$ cat src/rtl/fifo_pkg.sv
// Shared definitions for the FIFO read-side prefetch stage.
//  - RD_LAT_MIN / RD_LAT_MAX : legal range of upstream read latency
//  - cnt_w(depth)            : bits needed to count 0..depth
//  - inflt_w(lat)            : width of the in-flight counter; at least 1 bit
//                              so that a zero-latency configuration still has
//                              a legal port width
package fifo_pkg;

  localparam int RD_LAT_MIN = 0;
  localparam int RD_LAT_MAX = 4;

  function automatic int cnt_w(input int depth);
    return $clog2(depth + 1);
  endfunction

  function automatic int inflt_w(input int lat);
    return (lat > 0) ? cnt_w(lat) : 1;
  endfunction

endpackage

$ cat src/rtl/fifo_rd_lat_pipe.sv
// Valid-bit shift register that mirrors the upstream FIFO read latency.
// Ports:
//  clk_i    in   clock, posedge
//  rst_ni   in   asynchronous active-low reset, clears every stage
//  issue_i  in   a FIFO read is issued this cycle
//  cap_o    out  the read data on the FIFO data bus is valid this cycle
//  inflt_o  out  number of reads issued but not yet captured (set bits in pipe)
// LAT=0 degenerates to a wire: data returns in the same cycle as the read.
module fifo_rd_lat_pipe
  import fifo_pkg::*;
#(
  parameter int LAT = 2
) (
  input  logic                  clk_i,
  input  logic                  rst_ni,
  input  logic                  issue_i,
  output logic                  cap_o,
  output logic [inflt_w(LAT)-1:0] inflt_o
);

  localparam int INF_W = inflt_w(LAT);

  if (LAT == 0) begin : g_pass
    assign cap_o   = issue_i;
    assign inflt_o = '0;
  end else begin : g_pipe
    logic [LAT-1:0] vld_q, vld_d;
    logic [INF_W-1:0] ones;

    always_comb begin
      vld_d    = vld_q << 1;
      vld_d[0] = issue_i;
    end

    always_ff @(posedge clk_i or negedge rst_ni) begin
      if (!rst_ni) begin
        vld_q <= '0;
      end else begin
        vld_q <= vld_d;
      end
    end

    // The last stage is still counted as in flight: it lands in the skid
    // buffer at the coming edge, so it has already consumed a slot.
    always_comb begin
      ones = '0;
      for (int i = 0; i < LAT; i++) begin
        ones = ones + INF_W'(vld_q[i]);
      end
    end

    assign cap_o   = vld_q[LAT-1];
    assign inflt_o = ones;
  end

endmodule

$ cat src/rtl/fifo_rd_prefetch.sv
// Read-side prefetch stage for a pointer-based FIFO whose read data returns
// RD_LATENCY cycles after the pop. Reads are issued ahead of demand against
// a credit of free skid-buffer slots, so the output stream sustains one word
// per cycle regardless of the upstream latency.
// Ports:
//  clk_i         in   clock, posedge
//  rst_ni        in   asynchronous active-low reset
//  fifo_empty_i  in   upstream FIFO empty flag
//  fifo_rd_en_o  out  pop request to upstream FIFO
//  fifo_data_i   in   upstream read data, valid RD_LATENCY cycles after the pop
//  m_valid_o     out  output word valid
//  m_ready_i     in   downstream accepts the word
//  m_data_o      out  output word, driven from registered storage only
//  buf_count_o   out  words currently held in the skid buffer
module fifo_rd_prefetch
  import fifo_pkg::*;
#(
  parameter int WIDTH      = 8,
  parameter int RD_LATENCY = 2,
  parameter int BUF_DEPTH  = RD_LATENCY + 1
) (
  input  logic                        clk_i,
  input  logic                        rst_ni,
  input  logic                        fifo_empty_i,
  output logic                        fifo_rd_en_o,
  input  logic [WIDTH-1:0]            fifo_data_i,
  output logic                        m_valid_o,
  input  logic                        m_ready_i,
  output logic [WIDTH-1:0]            m_data_o,
  output logic [cnt_w(BUF_DEPTH)-1:0] buf_count_o
);

  localparam int CNT_W  = cnt_w(BUF_DEPTH);
  localparam int CRED_W = $clog2(BUF_DEPTH + 2);
  localparam int PTR_W  = (BUF_DEPTH > 1) ? $clog2(BUF_DEPTH) : 1;
  localparam int INF_W  = inflt_w(RD_LATENCY);

  if ((RD_LATENCY < RD_LAT_MIN) || (RD_LATENCY > RD_LAT_MAX)) begin : g_bad_lat
    $error("fifo_rd_prefetch: RD_LATENCY %0d outside %0d..%0d",
           RD_LATENCY, RD_LAT_MIN, RD_LAT_MAX);
  end
  if (BUF_DEPTH < RD_LATENCY + 1) begin : g_bad_depth
    $error("fifo_rd_prefetch: BUF_DEPTH %0d cannot cover RD_LATENCY %0d",
           BUF_DEPTH, RD_LATENCY);
  end

  logic [CNT_W-1:0]  count_q, count_d;
  logic [PTR_W-1:0]  wr_ptr_q, wr_ptr_d;
  logic [PTR_W-1:0]  rd_ptr_q, rd_ptr_d;
  logic [WIDTH-1:0]  buf_q [BUF_DEPTH];
  logic              pop;
  logic              cap;
  logic              rd_en;
  logic [INF_W-1:0]  inflt;
  logic [CRED_W-1:0] used;

  assign pop = (count_q != '0) & m_ready_i;

  // Slots committed after this cycle: held words plus reads still on their
  // way, minus the word leaving now. Issuing only while this is below the
  // depth means every in-flight word is guaranteed a slot when it lands.
  // pop implies count_q >= 1, so the subtraction cannot wrap.
  assign used  = CRED_W'(count_q) + CRED_W'(inflt) - CRED_W'(pop);
  assign rd_en = ~fifo_empty_i & (used < CRED_W'(BUF_DEPTH));

  fifo_rd_lat_pipe #(
    .LAT (RD_LATENCY)
  ) u_lat_pipe (
    .clk_i   (clk_i),
    .rst_ni  (rst_ni),
    .issue_i (rd_en),
    .cap_o   (cap),
    .inflt_o (inflt)
  );

  // Pointers wrap explicitly so the depth need not be a power of two.
  always_comb begin
    wr_ptr_d = wr_ptr_q;
    rd_ptr_d = rd_ptr_q;
    count_d  = count_q;
    if (cap) begin
      wr_ptr_d = (wr_ptr_q == PTR_W'(BUF_DEPTH - 1)) ? '0 : wr_ptr_q + 1'b1;
    end
    if (pop) begin
      rd_ptr_d = (rd_ptr_q == PTR_W'(BUF_DEPTH - 1)) ? '0 : rd_ptr_q + 1'b1;
    end
    if (cap & ~pop) begin
      count_d = count_q + 1'b1;
    end else if (pop & ~cap) begin
      count_d = count_q - 1'b1;
    end
  end

  always_ff @(posedge clk_i or negedge rst_ni) begin
    if (!rst_ni) begin
      count_q  <= '0;
      wr_ptr_q <= '0;
      rd_ptr_q <= '0;
    end else begin
      count_q  <= count_d;
      wr_ptr_q <= wr_ptr_d;
      rd_ptr_q <= rd_ptr_d;
    end
  end

  // Data storage carries no reset; only the count qualifies its contents.
  always_ff @(posedge clk_i) begin
    if (cap) begin
      buf_q[wr_ptr_q] <= fifo_data_i;
    end
  end

  assign fifo_rd_en_o = rd_en;
  assign m_valid_o    = (count_q != '0);
  assign m_data_o     = buf_q[rd_ptr_q];
  assign buf_count_o  = count_q;

  // A landing word must always find a free slot.
  a_no_overflow : assert property (@(posedge clk_i) disable iff (!rst_ni)
    !(cap && (count_q == CNT_W'(BUF_DEPTH)) && !pop));

endmodule

$ cat config.mk
export PLATFORM = sky130hd
export DESIGN_NAME = fifo_rd_prefetch
export DESIGN_NICKNAME = d
export VERILOG_FILES = /design/src/rtl/fifo_pkg.sv /design/src/rtl/fifo_rd_lat_pipe.sv /design/src/rtl/fifo_rd_prefetch.sv
export SDC_FILE = /design/constraint.sdc
export NUM_CORES = 1
export LEC_CHECK = 0
export CORE_MARGIN = 3
export CORE_UTILIZATION = 54
export DETAILED_ROUTE_END_ITERATION = 16
export GPL_TIMING_DRIVEN = 0
export PLACE_DENSITY = 0.83
export SKIP_LAST_GASP = 1
export SYNTH_ARGS = -nofsm -noshare
export SYNTH_HDL_FRONTEND = slang
export SYNTH_HIERARCHICAL = 1
export SYNTH_SLANG_ARGS = --single-unit
$ cat constraint.sdc
create_clock -name clk_i -period 6.6 [get_ports clk_i]
set_input_delay 1.98 -clock clk_i [delete_from_list [all_inputs] [get_ports clk_i]]
set_output_delay 1.98 -clock clk_i [all_outputs]
set_load 0.01 [all_outputs]
# [After elaboration in Yosys (flattened, before gate mapping)]
# Memory sizes are Yosys's and may differ from the RTL's.
# Cells that the tools add are included.
[totals] register_bits=8 latch_bits=0 ramBits=24 romBits=0 input_bits=12 out_inout_bits=12 elab_cells=30 mem_count=1
[classes] addsub=7 multipliers=0 div=0 magnitude_cmp=1 n_eq_ne=2 shift=0 mux=6 bitwise=7 reduce_logical=2
[memory_table] memory="buf_q" words=3 word_bits=8 read_ports=1 rd_clocked_by_memory_dff=0 write_ports=1 line_no="fifo_rd_prefetch.sv:50" rtl="logic [WIDTH-1:0] buf_q [BUF_DEPTH];"
[ops] cell="2-bit two-way mux" n=4
[ops] cell="2-bit by 1-bit adder with 2-bit output, second input constant" n=3
[ops] cell="1-bit bitwise AND" n=4
[ops] cell="2-bit equality test, second input constant" n=2
[ops] cell="2-bit nonzero test" n=2
[ops] cell="2-bit by 2-bit adder with 3-bit output" n=1
[ops] cell="3-bit by 2-bit less-than comparator with 1-bit output, second input constant" n=1
[ops] cell="1-bit NOT" n=3
[ops] cell="3-bit by 1-bit subtractor with 3-bit output" n=1
[ops] cell="1-bit by 1-bit adder with 2-bit output" n=1
[ops] cell="1-bit two-way mux" n=2
[ops] cell="2-bit by 1-bit subtractor with 2-bit output, second input constant" n=1

# [Logic depth before layout (Yosys ltp)]
# Gate-level depths: netlist (run 1).
[logic_depth] ltp_word=5 mapped_depth=9 ltp_nobuf=9

# [Modules after synthesis]
# Netlist (run 1), hierarchy kept.
[by_module_without_submodules] mod="fifo_rd_prefetch" instances=1 cells_per_inst=89 area_per_inst_um2=1257.5 seq_area_each_um2=870.8
[by_module_without_submodules] mod="fifo_rd_lat_pipe" instances=1 cells_per_inst=3 area_per_inst_um2=62.6 seq_area_each_um2=50.0

# [Least setup slack after synthesis (run 1)]
# No wires, ideal clock.
[synth_timing] path_kind="input -> output" start="input m_ready_i" end="output fifo_rd_en_o" arrival_ns=3.519 required_ns=4.620 setup_slack_ns=1.101 stages=9 path_buffers=0 cell_sequence="o21ai_2 > inv_1 > ha_1 > inv_1 > ha_1 > inv_1 > fa_1 > o22ai_1 > a211oi_1"
[synth_between] elab_chain_len=4
[synth_lines] element="start: declaration" line_no="fifo_rd_prefetch.sv:28" rtl="input logic m_ready_i,"
[synth_lines] element="1-bit bitwise AND" line_no="fifo_rd_prefetch.sv:57" rtl="assign pop = (count_q != '0) & m_ready_i;"
[synth_lines] element="net pop" line_no="fifo_rd_prefetch.sv:51" rtl="logic pop;"
[synth_lines] element="3-bit by 1-bit subtractor with 3-bit output" line_no="fifo_rd_prefetch.sv:63" rtl="assign used = CRED_W'(count_q) + CRED_W'(inflt) - CRED_W'(pop);"
[synth_lines] element="3-bit by 2-bit less-than comparator with 1-bit output" line_no="fifo_rd_prefetch.sv:64" rtl="assign rd_en = ~fifo_empty_i & (used < CRED_W'(BUF_DEPTH));"
[synth_lines] element="1-bit bitwise AND" line_no="fifo_rd_prefetch.sv:64"
[synth_lines] element="end: declaration" line_no="fifo_rd_prefetch.sv:25" rtl="output logic fifo_rd_en_o,"
# The timed path passes the listed nets, and every way through them passes these cells.

# [Final worst setup path (run 1)]
# Same ends and word-level chain as after synthesis.

==> impl_metrics.toml, run 1 <==
[worst_setup_path]
reg2reg_from = "buf_count_o[0]"
critPathMaxFanout = 5
cp_data_required_time_ns = 4.62
worstPathArrival_ns = 4.15
worstSetupStartpointType = "input pin"
worstSetupEndpointType = "output pin"
r2r_end = "u_lat_pipe/g_pipe.vld_q[0]"
reg2reg_depth = 9
path_class = "input pin to output pin"
rrSetupSlack_ns = 4.35

[status]
status = "finished, final reports clean"

[power]
ir_drop_v = 0.000378
leakage_nw = 0.673
total_power_mw = 0.742
pwr-share-seq = 0.390
p_comb_frac = 0.420
power_density_nw_per_um2 = 446
p_switching_mw = 0.240
clkPwrFrac = 0.190
internal_power_mw = 0.502
swShare = 0.324

[yosys]
ys_top_cells_by_area = "edfxtp_1 (55%), dfrtp_1 (15%), mux2i_1 (6.1%), ha_1 (4.7%), o21ai_0 (3.4%)"
yosys_warnings = 6
synth-seq-cells = 32
ys_seq_area_frac = 0.698
synth_top_area_cell = "edfxtp_1"
syn_area_per_cell_um2 = 14.3
syn-cell-area_um2 = 1320
synth_cells = 92
syn_nets = 110
post-synth-top-area-fraction = 0.546
synth.distinct_cells = 20

[timing]
period_share = 0.929
clock_skew_ns = 0.00829
tightestPinTransition_ns = 1.31
hold_violations = 0
finalSetupViolCount = 0
fmax_mhz = 163
drv_slew = 0
fin_hold_ws_ns = 0.391
rsz0062_at_grt = "false"
max-slew-margin-rel = 0.122
finalSetupTns_ns = 0
worst_slack_ns = 0.470
period_needed_ns = 6.13

[floorplan]
coreArea_um2 = 2280
ios = 24
start_util = 0.580
fp.dieW_um = 55.4
die_y_um = 55.4
rows = 17
die_area_um2 = 3070

[cts]
cts_tree = "done"
post_cts_buffers = 0
clockBufferDepth = 2
cts_made_buffers = 5
htree_levels = 2
clock-sinks = 32
clk_pin_slew_ns = 0.09
cts_root_buf = "clkbuf_4"
ctsHoldBuffers = 0
clock_latency_ns = 0.32
post_cts.resized_instances = 0

[route]
drcViolationCount = 0
dr.pass1.iters = 4
drtIter0Drc = 23
routed_wl_mm = 2.27
antenna_left = 0
post_drt_wl_per_cell_um = 15.0
vias_per_cell = 5.36
via_count = 810

[global_route]
grt_pass1_vias = 837
antenna_found_initial = 0
overflow = 0
grt_max_degree = 11
grt_pass1_wl_mm = 3.65
gr-usage-all-layers = 0.166

[layout]
final_cells = 151
layout-drive-gt1-share = 0.0976
synthToLayoutAreaGrowth_pct = 26.1
diodes = 0
finish.net_count = 140
nFillCells = 160

[placed_design]
place_hpwl_mm = 1.58
gp_congestion = 0.772
place_inst = 143
dp_slack_ns = 0.0972
port_buffers = 23

[worst_hold_path]
hold_path_end = "u_lat_pipe/g_pipe.vld_q[1]"
hold_start = "u_lat_pipe/g_pipe.vld_q[0]"
holdPathStages = 0
hp-class = "flip-flop to flip-flop"

[run]
drv_cap = 0
kinds of logic after synthesis:
| logic type | Yosys count | share of synthesized area |
|---|---|---|
| multiplexers | 8 | 0.0607 |
| XOR/XNOR | 3 | 0.0199 |
| AND/OR/NAND/NOR | 17 | 0.0550 |
| adder cells (fa/ha/maj) | 6 | 0.0626 |
| AO/OA/AOI/OAI | 15 | 0.0682 |
| flip-flops | 32 | 0.698 |
| buffers and inverters | 11 | 0.0360 |
cell usage in the layout, fill, tap and decap left out, drive strengths merged, types with 3 or more instances in the layout:
| cell type | synthesis | layout |
|---|---|---|
| buf | 3 | 3 |
| dfrtp | 8 | 8 |
| a21o | 3 | 3 |
| mux2i | 8 | 8 |
| clkdlybuf4s50 | 0 | 22 |
| edfxtp | 24 | 24 |
| clkbuf | 0 | 6 |
| nand2 | 11 | 11 |
| inv | 8 | 8 |
| ha | 5 | 5 |
| o21ai | 10 | 10 |
sequential cells by signal (all words and copies together) (netlist names):
register / cells
rd_ptr_q: 2
wr_ptr_q: 2
u_lat_pipe/g_pipe.vld_q: 2
buf_count_o: 2
buf_q: 24
layer usage:
metal  routed length [um]  global-route usage
met1                  881               0.174
met2                 1240               0.291
met3                  109              0.0607
met4                   40              0.0833
met5                    0                   0
through the flow:
stage          utilization  cell area (um^2)
6_report             0.731              1660
5_1_grt              0.731              1660
4_1_cts              0.730              1660
3_5_place_dp         0.697              1590
3_3_place_gp         0.697              1590
2_1_floorplan            -              1320
worst max path at each step:
stage                   start            to  slack, ns  depth (start not counted)
floorplan           m_ready_i  fifo_rd_en_o       1.10                          9
global placement    m_ready_i  fifo_rd_en_o       0.12                         11
detailed placement  m_ready_i  fifo_rd_en_o        0.1                         11
CTS                 m_ready_i  fifo_rd_en_o       0.05                         11
global route        m_ready_i  fifo_rd_en_o       0.32                         11
finish              m_ready_i  fifo_rd_en_o       0.47                         11
area by class of cell:
type	count	area, um^2	share of cell area
repair buffers	23	233	0.140
clock buffers	6	41.3	0.0248
well taps	28	35.0	0.0211
plain buffers	3	17.5	0.0105
clock inverters	2	35.0	0.0211
multi-input cells	49	352	0.211
inverters	8	30.0	0.0180
flip-flops and latches	32	921	0.553
cells in the mapped netlist:
cell type / number
buf_4: 1
nor3_1: 2
fa_1: 1
o21ai_0: 9
a211oi_1: 1
o22ai_1: 1
nor3b_1: 1
dfrtp_1: 8
mux2i_1: 8
or2_2: 1
ha_1: 5
nand2_1: 11
buf_2: 2
o21ai_2: 1
xnor2_1: 2
nor2_1: 2
a21o_1: 3
edfxtp_1: 24
inv_1: 8
xor2_1: 1
worst max-delay path, stage by stage:
cell and delay, ns:
clkdlybuf4s50_1 0.42, o21ai_2 0.11, inv_1 0.11, ha_1 0.30, inv_1 0.06, ha_1 0.13, inv_1 0.05, fa_1 0.49
o22ai_1 0.08, a211oi_1 0.22, dlymetal6s2s_1 0.20
power groups by stage:
stage          combinational, mW  clock [mW]  sequential (mW)
5_1_grt                    0.343       0.157            0.294
4_1_cts                    0.319       0.143            0.289
3_5_place_dp               0.316           0            0.294
6_report                   0.312       0.141            0.289
2_1_floorplan              0.179           0            0.290
3_3_place_gp               0.298           0            0.291
Note: power is estimated with default switching activity, not from simulation.
==> run 2: changes to the inputs <==
--- a/config.mk
+++ b/config.mk
@@ -5,7 +5,7 @@
 export SDC_FILE = /design/constraint.sdc
 export NUM_CORES = 1
 export LEC_CHECK = 0
-export CORE_MARGIN = 3
+export CORE_MARGIN = 2
 export CORE_UTILIZATION = 54
 export DETAILED_ROUTE_END_ITERATION = 16
 export GPL_TIMING_DRIVEN = 0
==> run 2 against run 1 <==
Core utilization decreased by 0.25 points. Sequential power about the same. Clock power decreased by 28%. Critical path depth unchanged. Final cell count unchanged. Worst hold slack got worse by 0.0014 ns. Combinational power about the same. Die area decreased by 7.1%.
==> impl_metrics.toml, run 2 (same netlist as run 1, synthesis figures left out) <==
[global_route]
antenna_found_initial = 0
grt_pass1_wl_mm = 3.45
gr-usage-all-layers = 0.190
overflow = 0
grt_pass1_vias = 819
grt_max_degree = 11

[layout]
regArea_um2 = 921
multi_input_area_um2 = 357
finish.net_count = 140
nFillCells = 161
layout-drive-gt1-share = 0.0976
post-route-util = 0.729
synthToLayoutAreaGrowth_pct = 24.5
regMostFlops = "buf_q"
largest_reg_flops = 24
fin_area_um2 = 1640
mostFrequentLayoutCell = "edfxtp_1"
diodes = 0
layout_common_cells = "edfxtp_1 (24), clkdlybuf4s50_1 (22), nand2_1 (11), o21ai_0 (9)"

[cts]
post_cts.resized_instances = 0
clock-sinks = 32
cts_made_buffers = 5
clockBufferDepth = 2
cts_tree = "done"
post_cts_buffers = 0
clk_pin_slew_ns = 0.09
clock_latency_ns = 0.32
ctsHoldBuffers = 0
cts_root_buf = "clkbuf_4"
htree_levels = 2

[floorplan]
start_util = 0.585
fp.dieW_um = 53.4
die_y_um = 53.4
coreArea_um2 = 2250
die_area_um2 = 2860
ios = 24
rows = 17

[timing]
fin_hold_ws_ns = 0.390
rsz0062_at_grt = "false"
finalSetupViolCount = 0
drv_slew = 0
period_needed_ns = 6.04
fmax_mhz = 166
worst_slack_ns = 0.560
tightestPinTransition_ns = 1.31
max-slew-margin-rel = 0.124
hold_violations = 0
clock_skew_ns = 0.00475
period_share = 0.915
finalSetupTns_ns = 0

[worst_setup_path]
crit_chain = "clkdlybuf4s50_1 -> o21ai_2 -> inv_1 -> ha_1 -> inv_1 -> ha_1 -> inv_1 -> fa_1 -> o22ai_1 -> a211oi_2 -> dlymetal6s2s_1"
cpMostUsedCell = "inv_1"
critPathMaxFanout = 5
slowest_stage = "fa_1"
critical_path.top_delay_family = "adder cells"
worstSetupStartpointType = "input pin"
cp_data_required_time_ns = 4.62
path_class = "input pin to output pin"
critical_path.max_stage_delay_ns = 0.48
worstSetupEndpointType = "output pin"
worstPathArrival_ns = 4.06
cp_num_buf_inv = 5

[worst_hold_path]
hp-class = "flip-flop to flip-flop"

[power]
power_density_nw_per_um2 = 426
pwr-share-seq = 0.413
clkPwrFrac = 0.145
p_switching_mw = 0.235
swShare = 0.336
leakage_nw = 0.661
internal_power_mw = 0.465
p_comb_frac = 0.442
ir_drop_v = 0.000327

[route]
drcViolationCount = 0
routed_wl_mm = 2.13
drtIter0Drc = 13
vias_per_cell = 5.17
via_count = 780
dr.pass1.iters = 6
antenna_left = 0
post_drt_wl_per_cell_um = 14.1

[placed_design]
place_area_um2 = 1590
port_buffers = 23
dp_slack_ns = 0.115
gp_congestion = 0.736
place_hpwl_mm = 1.51

[run]
drv_cap = 0

[status]
status = "finished, final reports clean"
run 2: final timing paths:
kind | slack [ns] | startpoint | cells past startpoint | end
worst max-delay path | 0.56 | m_ready_i | 11 | fifo_rd_en_o
worst min-delay path | 0.39 | u_lat_pipe/g_pipe.vld_q[0] | 0 | u_lat_pipe/g_pipe.vld_q[1]
worst max register to register | 4.44 | buf_count_o[0] | 9 | u_lat_pipe/g_pipe.vld_q[0]
worst min register to register | 0.39 | u_lat_pipe/g_pipe.vld_q[0] | 0 | u_lat_pipe/g_pipe.vld_q[1]
max in group asynchronous | 4.39 | rst_ni | 1 | rd_ptr_q[0]
min in group asynchronous | 1.94 | rst_ni | 1 | u_lat_pipe/g_pipe.vld_q[0]
run 2: metrics by stage:
step | instances | total power, mW
3_5_place_dp | 143 | 0.602
5_1_grt | 151 | 0.754
4_1_cts | 151 | 0.703
3_3_place_gp | 143 | 0.588
6_report | 151 | 0.700
2_1_floorplan | 92 | 0.469
run 2: cell type report:
cell class / count / area share
Sequential cell: 32 / 0.561
Multi-Input combinational cell: 49 / 0.217
Timing Repair Buffer: 23 / 0.142
Clock buffer: 7 / 0.0274
Tap cell: 28 / 0.0213
Inverter: 8 / 0.0183
Buffer: 3 / 0.0107
Clock inverter: 1 / 0.00305
run 2: power by group through the flow:
stage                     Combinational [mW]  Clock [mW]  Sequential (mW)
after detailed placement               0.307           0            0.295
after global placement                 0.297           0            0.291
final                                  0.310       0.101            0.289
after CTS                              0.309       0.104            0.290
after floorplan                        0.179           0            0.290
after global routing                   0.344       0.117            0.293
run 2: layer usage:
| layer | wire [um] | GRT usage | vias to the layer above |
|---|---|---|---|
| met1 | 862 | 0.208 | 375 |
| met3 | 104 | 0.0932 | 4 |
| met4 | 25 | 0.0641 | 0 |
| met5 | 0 | 0 | - |
| met2 | 1140 | 0.317 | 16 |
| li1 | - | - | 385 |
